[src/rtl/id_ex_reg_if.sv]
// ID/EX pipeline register bundle: pipeline control (stall/flush), the decoded
// ID-stage slot, and the registered EX-stage slot plus the bubble counter.
interface id_ex_reg_if #(
    parameter int XLEN  = 32,
    parameter int CNT_W = 16
);
    logic             stall;
    logic             flush;

    logic             id_valid;
    logic [XLEN-1:0]  id_pc;
    logic [XLEN-1:0]  id_rs1_data;
    logic [XLEN-1:0]  id_rs2_data;
    logic [XLEN-1:0]  id_imm;
    logic [4:0]       id_rs1;
    logic [4:0]       id_rs2;
    logic [4:0]       id_rd;
    logic [2:0]       id_funct3;
    logic [6:0]       id_funct7;
    logic [1:0]       id_ALUOp;
    logic [5:0]       id_ctrl;

    logic             ex_valid;
    logic [XLEN-1:0]  ex_pc;
    logic [XLEN-1:0]  ex_rs1_data;
    logic [XLEN-1:0]  ex_rs2_data;
    logic [XLEN-1:0]  ex_imm;
    logic [4:0]       ex_rs1;
    logic [4:0]       ex_rs2;
    logic [4:0]       ex_rd;
    logic [2:0]       ex_funct3;
    logic [6:0]       ex_funct7;
    logic [1:0]       ex_ALUOp;
    logic [5:0]       ex_ctrl;
    logic [CNT_W-1:0] bubble_cnt;

    // Pipeline-control / ID side: drives the slot, observes EX.
    modport master (
        output stall, flush,
        output id_valid, id_pc, id_rs1_data, id_rs2_data, id_imm,
        output id_rs1, id_rs2, id_rd, id_funct3, id_funct7, id_ALUOp, id_ctrl,
        input  ex_valid, ex_pc, ex_rs1_data, ex_rs2_data, ex_imm,
        input  ex_rs1, ex_rs2, ex_rd, ex_funct3, ex_funct7, ex_ALUOp, ex_ctrl,
        input  bubble_cnt
    );

    // Pipeline register side.
    modport slave (
        input  stall, flush,
        input  id_valid, id_pc, id_rs1_data, id_rs2_data, id_imm,
        input  id_rs1, id_rs2, id_rd, id_funct3, id_funct7, id_ALUOp, id_ctrl,
        output ex_valid, ex_pc, ex_rs1_data, ex_rs2_data, ex_imm,
        output ex_rs1, ex_rs2, ex_rd, ex_funct3, ex_funct7, ex_ALUOp, ex_ctrl,
        output bubble_cnt
    );
endinterface

[src/rtl/id_ex_reg.sv]
// ID/EX pipeline register of the 5-stage RV32I core. One-cycle latency,
// flush > stall > load priority, invalid slots carry no control side effects,
// and a saturating count of inserted bubbles for hazard/perf debug.
module id_ex_reg #(
    parameter int XLEN  = 32,
    parameter int CNT_W = 16
) (
    input  logic        clk,
    input  logic        reset,
    id_ex_reg_if.slave  pipe
);

    typedef struct packed {
        logic            valid;
        logic [XLEN-1:0] pc;
        logic [XLEN-1:0] rs1_data;
        logic [XLEN-1:0] rs2_data;
        logic [XLEN-1:0] imm;
        logic [4:0]      rs1;
        logic [4:0]      rs2;
        logic [4:0]      rd;
        logic [2:0]      funct3;
        logic [6:0]      funct7;
        logic [1:0]      alu_op;
        logic [5:0]      ctrl;
    } slot_t;

    localparam logic [CNT_W-1:0] CNT_MAX = {CNT_W{1'b1}};

    slot_t            slot_q, slot_d;
    logic [CNT_W-1:0] cnt_q, cnt_d;

    // Next-state selection: flush inserts a bubble, stall holds, otherwise load.
    always_comb begin
        // NOTE: defaults first so every path assigns every bit; no latches.
        slot_d = slot_q;
        cnt_d  = cnt_q;
        if (pipe.flush) begin
            // An all-zero slot is an invalid add with no writeback or memory effect.
            slot_d = '0;
            if (cnt_q != CNT_MAX) begin
                cnt_d = cnt_q + 1'b1;
            end
        end else if (!pipe.stall) begin
            slot_d.valid    = pipe.id_valid;
            slot_d.pc       = pipe.id_pc;
            slot_d.rs1_data = pipe.id_rs1_data;
            slot_d.rs2_data = pipe.id_rs2_data;
            slot_d.imm      = pipe.id_imm;
            slot_d.rs1      = pipe.id_rs1;
            slot_d.rs2      = pipe.id_rs2;
            slot_d.rd       = pipe.id_rd;
            slot_d.funct3   = pipe.id_funct3;
            slot_d.funct7   = pipe.id_funct7;
            slot_d.alu_op   = pipe.id_ALUOp;
            // An invalid slot must never branch, write memory or write the regfile.
            slot_d.ctrl     = pipe.id_valid ? pipe.id_ctrl : 6'b0;
        end
    end

    // State registers with asynchronous reset to the harmless empty slot.
    always_ff @(posedge clk or posedge reset) begin
        if (reset) begin
            slot_q <= '0;
            cnt_q  <= '0;
        end else begin
            // NOTE: non-blocking so all flops sample pre-edge values together.
            slot_q <= slot_d;
            cnt_q  <= cnt_d;
        end
    end

    // Outputs come straight from the flops.
    assign pipe.ex_valid    = slot_q.valid;
    assign pipe.ex_pc       = slot_q.pc;
    assign pipe.ex_rs1_data = slot_q.rs1_data;
    assign pipe.ex_rs2_data = slot_q.rs2_data;
    assign pipe.ex_imm      = slot_q.imm;
    assign pipe.ex_rs1      = slot_q.rs1;
    assign pipe.ex_rs2      = slot_q.rs2;
    assign pipe.ex_rd       = slot_q.rd;
    assign pipe.ex_funct3   = slot_q.funct3;
    assign pipe.ex_funct7   = slot_q.funct7;
    assign pipe.ex_ALUOp    = slot_q.alu_op;
    assign pipe.ex_ctrl     = slot_q.ctrl;
    assign pipe.bubble_cnt  = cnt_q;

endmodule
[src/flat_wrapper.sv]
// flat-port wrapper written by rule: the top's interface ports become plain ports
module id_ex_reg_flat 
#(
    parameter int XLEN  = 32,
    parameter int CNT_W = 16
)
  (clk, reset, pipe_stall, pipe_flush, pipe_id_valid, pipe_id_pc, pipe_id_rs1_data, pipe_id_rs2_data, pipe_id_imm, pipe_id_rs1, pipe_id_rs2, pipe_id_rd, pipe_id_funct3, pipe_id_funct7, pipe_id_ALUOp, pipe_id_ctrl, pipe_ex_valid, pipe_ex_pc, pipe_ex_rs1_data, pipe_ex_rs2_data, pipe_ex_imm, pipe_ex_rs1, pipe_ex_rs2, pipe_ex_rd, pipe_ex_funct3, pipe_ex_funct7, pipe_ex_ALUOp, pipe_ex_ctrl, pipe_bubble_cnt);
  id_ex_reg_if #(.XLEN(XLEN), .CNT_W(CNT_W)) pipe_i ();
  input  logic clk;
  input  logic reset;
  input wire logic [$bits(pipe_i.stall)-1:0] pipe_stall;
  input wire logic [$bits(pipe_i.flush)-1:0] pipe_flush;
  input wire logic [$bits(pipe_i.id_valid)-1:0] pipe_id_valid;
  input wire logic [$bits(pipe_i.id_pc)-1:0] pipe_id_pc;
  input wire logic [$bits(pipe_i.id_rs1_data)-1:0] pipe_id_rs1_data;
  input wire logic [$bits(pipe_i.id_rs2_data)-1:0] pipe_id_rs2_data;
  input wire logic [$bits(pipe_i.id_imm)-1:0] pipe_id_imm;
  input wire logic [$bits(pipe_i.id_rs1)-1:0] pipe_id_rs1;
  input wire logic [$bits(pipe_i.id_rs2)-1:0] pipe_id_rs2;
  input wire logic [$bits(pipe_i.id_rd)-1:0] pipe_id_rd;
  input wire logic [$bits(pipe_i.id_funct3)-1:0] pipe_id_funct3;
  input wire logic [$bits(pipe_i.id_funct7)-1:0] pipe_id_funct7;
  input wire logic [$bits(pipe_i.id_ALUOp)-1:0] pipe_id_ALUOp;
  input wire logic [$bits(pipe_i.id_ctrl)-1:0] pipe_id_ctrl;
  output wire logic [$bits(pipe_i.ex_valid)-1:0] pipe_ex_valid;
  output wire logic [$bits(pipe_i.ex_pc)-1:0] pipe_ex_pc;
  output wire logic [$bits(pipe_i.ex_rs1_data)-1:0] pipe_ex_rs1_data;
  output wire logic [$bits(pipe_i.ex_rs2_data)-1:0] pipe_ex_rs2_data;
  output wire logic [$bits(pipe_i.ex_imm)-1:0] pipe_ex_imm;
  output wire logic [$bits(pipe_i.ex_rs1)-1:0] pipe_ex_rs1;
  output wire logic [$bits(pipe_i.ex_rs2)-1:0] pipe_ex_rs2;
  output wire logic [$bits(pipe_i.ex_rd)-1:0] pipe_ex_rd;
  output wire logic [$bits(pipe_i.ex_funct3)-1:0] pipe_ex_funct3;
  output wire logic [$bits(pipe_i.ex_funct7)-1:0] pipe_ex_funct7;
  output wire logic [$bits(pipe_i.ex_ALUOp)-1:0] pipe_ex_ALUOp;
  output wire logic [$bits(pipe_i.ex_ctrl)-1:0] pipe_ex_ctrl;
  output wire logic [$bits(pipe_i.bubble_cnt)-1:0] pipe_bubble_cnt;
  assign pipe_i.stall = pipe_stall;
  assign pipe_i.flush = pipe_flush;
  assign pipe_i.id_valid = pipe_id_valid;
  assign pipe_i.id_pc = pipe_id_pc;
  assign pipe_i.id_rs1_data = pipe_id_rs1_data;
  assign pipe_i.id_rs2_data = pipe_id_rs2_data;
  assign pipe_i.id_imm = pipe_id_imm;
  assign pipe_i.id_rs1 = pipe_id_rs1;
  assign pipe_i.id_rs2 = pipe_id_rs2;
  assign pipe_i.id_rd = pipe_id_rd;
  assign pipe_i.id_funct3 = pipe_id_funct3;
  assign pipe_i.id_funct7 = pipe_id_funct7;
  assign pipe_i.id_ALUOp = pipe_id_ALUOp;
  assign pipe_i.id_ctrl = pipe_id_ctrl;
  assign pipe_ex_valid = pipe_i.ex_valid;
  assign pipe_ex_pc = pipe_i.ex_pc;
  assign pipe_ex_rs1_data = pipe_i.ex_rs1_data;
  assign pipe_ex_rs2_data = pipe_i.ex_rs2_data;
  assign pipe_ex_imm = pipe_i.ex_imm;
  assign pipe_ex_rs1 = pipe_i.ex_rs1;
  assign pipe_ex_rs2 = pipe_i.ex_rs2;
  assign pipe_ex_rd = pipe_i.ex_rd;
  assign pipe_ex_funct3 = pipe_i.ex_funct3;
  assign pipe_ex_funct7 = pipe_i.ex_funct7;
  assign pipe_ex_ALUOp = pipe_i.ex_ALUOp;
  assign pipe_ex_ctrl = pipe_i.ex_ctrl;
  assign pipe_bubble_cnt = pipe_i.bubble_cnt;
  id_ex_reg #(.XLEN(XLEN), .CNT_W(CNT_W)) u_core (.clk(clk), .reset(reset), .pipe(pipe_i));
endmodule
[config.mk]
export PLATFORM = sky130hd
export DESIGN_NAME = id_ex_reg_flat
export DESIGN_NICKNAME = d
export VERILOG_FILES = /design/src/rtl/id_ex_reg_if.sv /design/src/rtl/id_ex_reg.sv /design/src/flat_wrapper.sv
export SDC_FILE = /design/constraint.sdc
export NUM_CORES = 1
export LEC_CHECK = 0
export ABC_CLOCK_PERIOD_IN_PS = 7400
export CAP_MARGIN = 0
export CORE_AREA = 2 2 133 135
export CTS_CLUSTER_DIAMETER = 50
export CTS_CLUSTER_SIZE = 16
export DETAILED_ROUTE_END_ITERATION = 10
export DIE_AREA = 0 0 135 137
export DONT_BUFFER_PORTS = 1
export HOLD_SLACK_MARGIN = 0.08
export REMOVE_ABC_BUFFERS = 1
export SETUP_SLACK_MARGIN = 0.05
export SYNTH_ARGS = -nofsm -noshare
export SYNTH_HDL_FRONTEND = slang
export SYNTH_SLANG_ARGS = --single-unit
[constraint.sdc]
create_clock -name clk -period 7.4 [get_ports clk]
set_input_delay 1.48 -clock clk [delete_from_list [all_inputs] [get_ports clk]]
set_output_delay 1.48 -clock clk [all_outputs]
set_load 0.005 [all_outputs]
==> results.py <==
metrics = {
    "detailed_routing": {
        "top_layer": "met4",
        "first_pass_iters": 4,
        "met2_length_microns": 8540,
        "wl_met3_microns": 1860,
        "vias_per_cell": 5.21,
        "ant_nets": 0,
        "drc_errors": 0,
        "wl_met1_microns": 5930,
        "vias": 4339,
        "wl_per_cell_microns": 19.9,
        "drt_iter0_drc": 206,
        "drt-total-wl_microns": 16600,
    },
    "floorplan": {
        "io_pins": 344,
        "start_util": 0.425,
        "design.die.area_sq_mm": 0.0185,
        "dieHeight_microns": 137,
        "fp-row-count": 48,
        "coreArea_sq_mm": 0.0171,
        "die_w_microns": 135,
    },
    "clock_tree": {
        "cts_root_buf": "clkbuf_16",
        "clk_pin_slew_worst_paths_ns": 0.07,
        "cts_buffer_depth": 2,
        "cts_tree": "done",
        "cts-resized-gates": 0,
        "postCtsHoldBufs": 0,
        "insertion_delay_ns": 0.42,
        "cts_max_level": 4,
        "clock-sinks": 178,
        "cts_inserted_buffers": 17,
        "post_cts_buffers": 0,
    },
    "logic_synthesis": {
        "yosys_warnings": 0,
        "synth-seq-area-share": 0.614,
        "synth.avg_cell_area_sq_um": 11.9,
        "synth_edf_count": 0,
        "synth_cells": 611,
        "synth_ff_type": "dfrtp_1",
        "ys_async_sr_fraction": 1.00,
        "synthesis.area_sq_mm": 0.00725,
        "ys_types": 27,
        "ys_ff_latch": 178,
    },
    "cells_and_area": {
        "layout.nets": 761,
        "final_common_cell": "dfrtp_1",
        "most-common-layout-cells": "dfrtp_1, nor2_1, mux2i_1, clkbuf_16, a21oi_1",
        "final_area_sq_mm": 0.00799,
        "area_growth_pct": 10.1,
        "drive_above_1_share": 0.0560,
        "utilization": 0.468,
    },
    "critical_path": {
        "crit_slowest_cell": "buf_4",
        "crit_end": "u_core.pipe.ex_rs1_data[4]",
        "r2r-start": "u_core.pipe.bubble_cnt[0]",
        "cp-end-kind": "async pin",
        "path_max_fanout": 90,
        "path_cells": "inv_6 > buf_4",
        "path_buf_inv": 2,
        "timing.rr.end": "u_core.pipe.bubble_cnt[1]",
        "reg2reg_setup_slack_ns": 5.63,
        "critical-path-top-delay-family": "buffers and inverters",
        "worst-path-stages": 2,
        "slowest_delay_ns": 0.94,
        "critPathKind": "input pin to async pin",
        "setup.worst_path.start": "reset",
        "crit_arrival_ns": 3.09,
        "reg2reg_depth": 5,
        "cp.required_ns": 7.77,
        "start_kind": "input pin",
    },
    "timing": {
        "layout_min_cycle_time_ns": 2.72,
        "worst_slew_pin_slew_ns": 1.11,
        "clock_skew_ns": 0.00677,
        "setup_viol_count_final": 0,
        "fin_tns_setup_ns": 0,
        "final_max_slew_viol_count": 0,
        "rsz0062_at_grt": "no",
        "finalHoldViolCount": 0,
        "fmax_ghz": 0.367,
        "setup_ws_ns": 4.68,
        "slew_headroom": 0.262,
        "fin_crit_sh": 0.368,
    },
    "placed_design": {
        "dp_hpwl_microns": 11400,
        "place.gp.congestion": 0.787,
        "portBuffers": 0,
        "placed_area_sq_mm": 0.00738,
        "place_ws_ns": 4.13,
    },
    "grt": {
        "grt_overflow_total": 0,
        "grt_pass1_wl_microns": 24500,
        "antenna_found_initial": 1,
        "grt_usage": 0.173,
        "grt_pass1_vias": 4332,
        "grt_max_degree": 169,
    },
    "power": {
        "leakage_nw": 4.05,
        "ir_worst_vdd_uv": 153,
        "finalPower_mw": 2.20,
        "power.density_mw_per_mm2": 275,
    },
    "run": {
        "drv_cap": 0,
    },
    "outcome": {
        "status": "completed",
    },
    "worst_hold_path": {
        "min_path_type": "flop to flop",
    },
}
layout make-up:
| cell class | count | area [sq um] |
|---|---|---|
| Sequential cell | 178 | 4450 |
| Multi-Input combinational cell | 394 | 2630 |
| Antenna cell | 1 | 2.50 |
| Timing Repair Buffer | 1 | 7.51 |
| Clock buffer | 22 | 454 |
| Fill cell | 1581 | 9070 |
| Clock inverter | 10 | 149 |
| Tap cell | 225 | 282 |
| Inverter | 2 | 12.5 |
metal layers:
layer / GRT usage / vias up
met2: 0.289 / 218
met4: 0.0718 / 0
met1: 0.193 / 2083
met3: 0.0789 / 27
li1: - / 2011
met5: 0 / -
state kept, by name, indices dropped and copies added (netlist names):
name,flops
u_core.pipe.ex_rd,5
u_core.pipe.ex_valid,1
u_core.pipe.ex_funct7,7
u_core.pipe.ex_rs1_data,32
u_core.pipe.ex_pc,32
u_core.pipe.ex_ctrl,6
u_core.pipe.ex_rs2,5
u_core.pipe.ex_ALUOp,2
u_core.pipe.bubble_cnt,16
u_core.pipe.ex_imm,32
u_core.pipe.ex_rs2_data,32
u_core.pipe.ex_rs1,5
u_core.pipe.ex_funct3,3
tightest hold or removal path, delay by kind of cell (launching register included):
family / cells / cell delay, ns
and+or+nand+nor: 1 / 0.07
muxes: 1 / 0.08
DFF: 1 / 0.36
how the worst min path moves through the flow:
stage | startpoint | endpoint | cells past startpoint | slack [ns]
2_1_floorplan | u_core.pipe.bubble_cnt[15] | u_core.pipe.bubble_cnt[15] | 1 | 0.48
3_3_place_gp | u_core.pipe.ex_ctrl[1] | u_core.pipe.ex_ctrl[1] | 2 | 0.53
3_5_place_dp | u_core.pipe.bubble_cnt[10] | u_core.pipe.bubble_cnt[10] | 1 | 0.54
4_1_cts | u_core.pipe.bubble_cnt[15] | u_core.pipe.bubble_cnt[15] | 1 | 0.56
5_1_grt | u_core.pipe.ex_rs1_data[19] | u_core.pipe.ex_rs1_data[19] | 2 | 0.57
6_report | u_core.pipe.ex_rs1_data[17] | u_core.pipe.ex_rs1_data[17] | 2 | 0.55
power breakdown:
group / total, mW / internal [mW] / switching (mW)
clock: 0.921 / 0.545 / 0.375
combinational: 0.145 / 0.0770 / 0.0679
sequential: 1.13 / 1.04 / 0.0866
total: 2.20 / 1.67 / 0.530
synthesized netlist by cell type, types with 3 or more instances:
library cell / count / share of area
and4_1: 4 / 0.0048
a21oi_1: 12 / 0.0083
nand3_1: 6 / 0.0041
and3_1: 6 / 0.0052
buf_2: 16 / 0.011
dfrtp_1: 178 / 0.61
nor2_1: 171 / 0.088
nand2_1: 11 / 0.0057
nor3_1: 3 / 0.0021
clkbuf_1: 18 / 0.0093
xor2_1: 4 / 0.0048
mux2i_1: 156 / 0.22
nand4_1: 4 / 0.0034
xnor2_1: 3 / 0.0036
stage by stage:
stage          hold WS, ns  cells
2_1_floorplan        0.478    574
5_1_grt              0.574    832
4_1_cts              0.556    832
3_5_place_dp         0.539    800
3_3_place_gp         0.535    800
6_report             0.551    833
kinds of logic after synthesis:
group                    Yosys count  share of synthesized area
AO/OA/AOI/OAI                     19                     0.0147
AND/OR/NAND/NOR                  210                      0.120
buffers and inverters             39                     0.0240
multiplexers                     157                      0.217
flip-flops                       178                      0.614
adder cells (fa/ha/maj)            1                    0.00172
XOR/XNOR                           7                    0.00845
(Power assumes the default switching activity.)
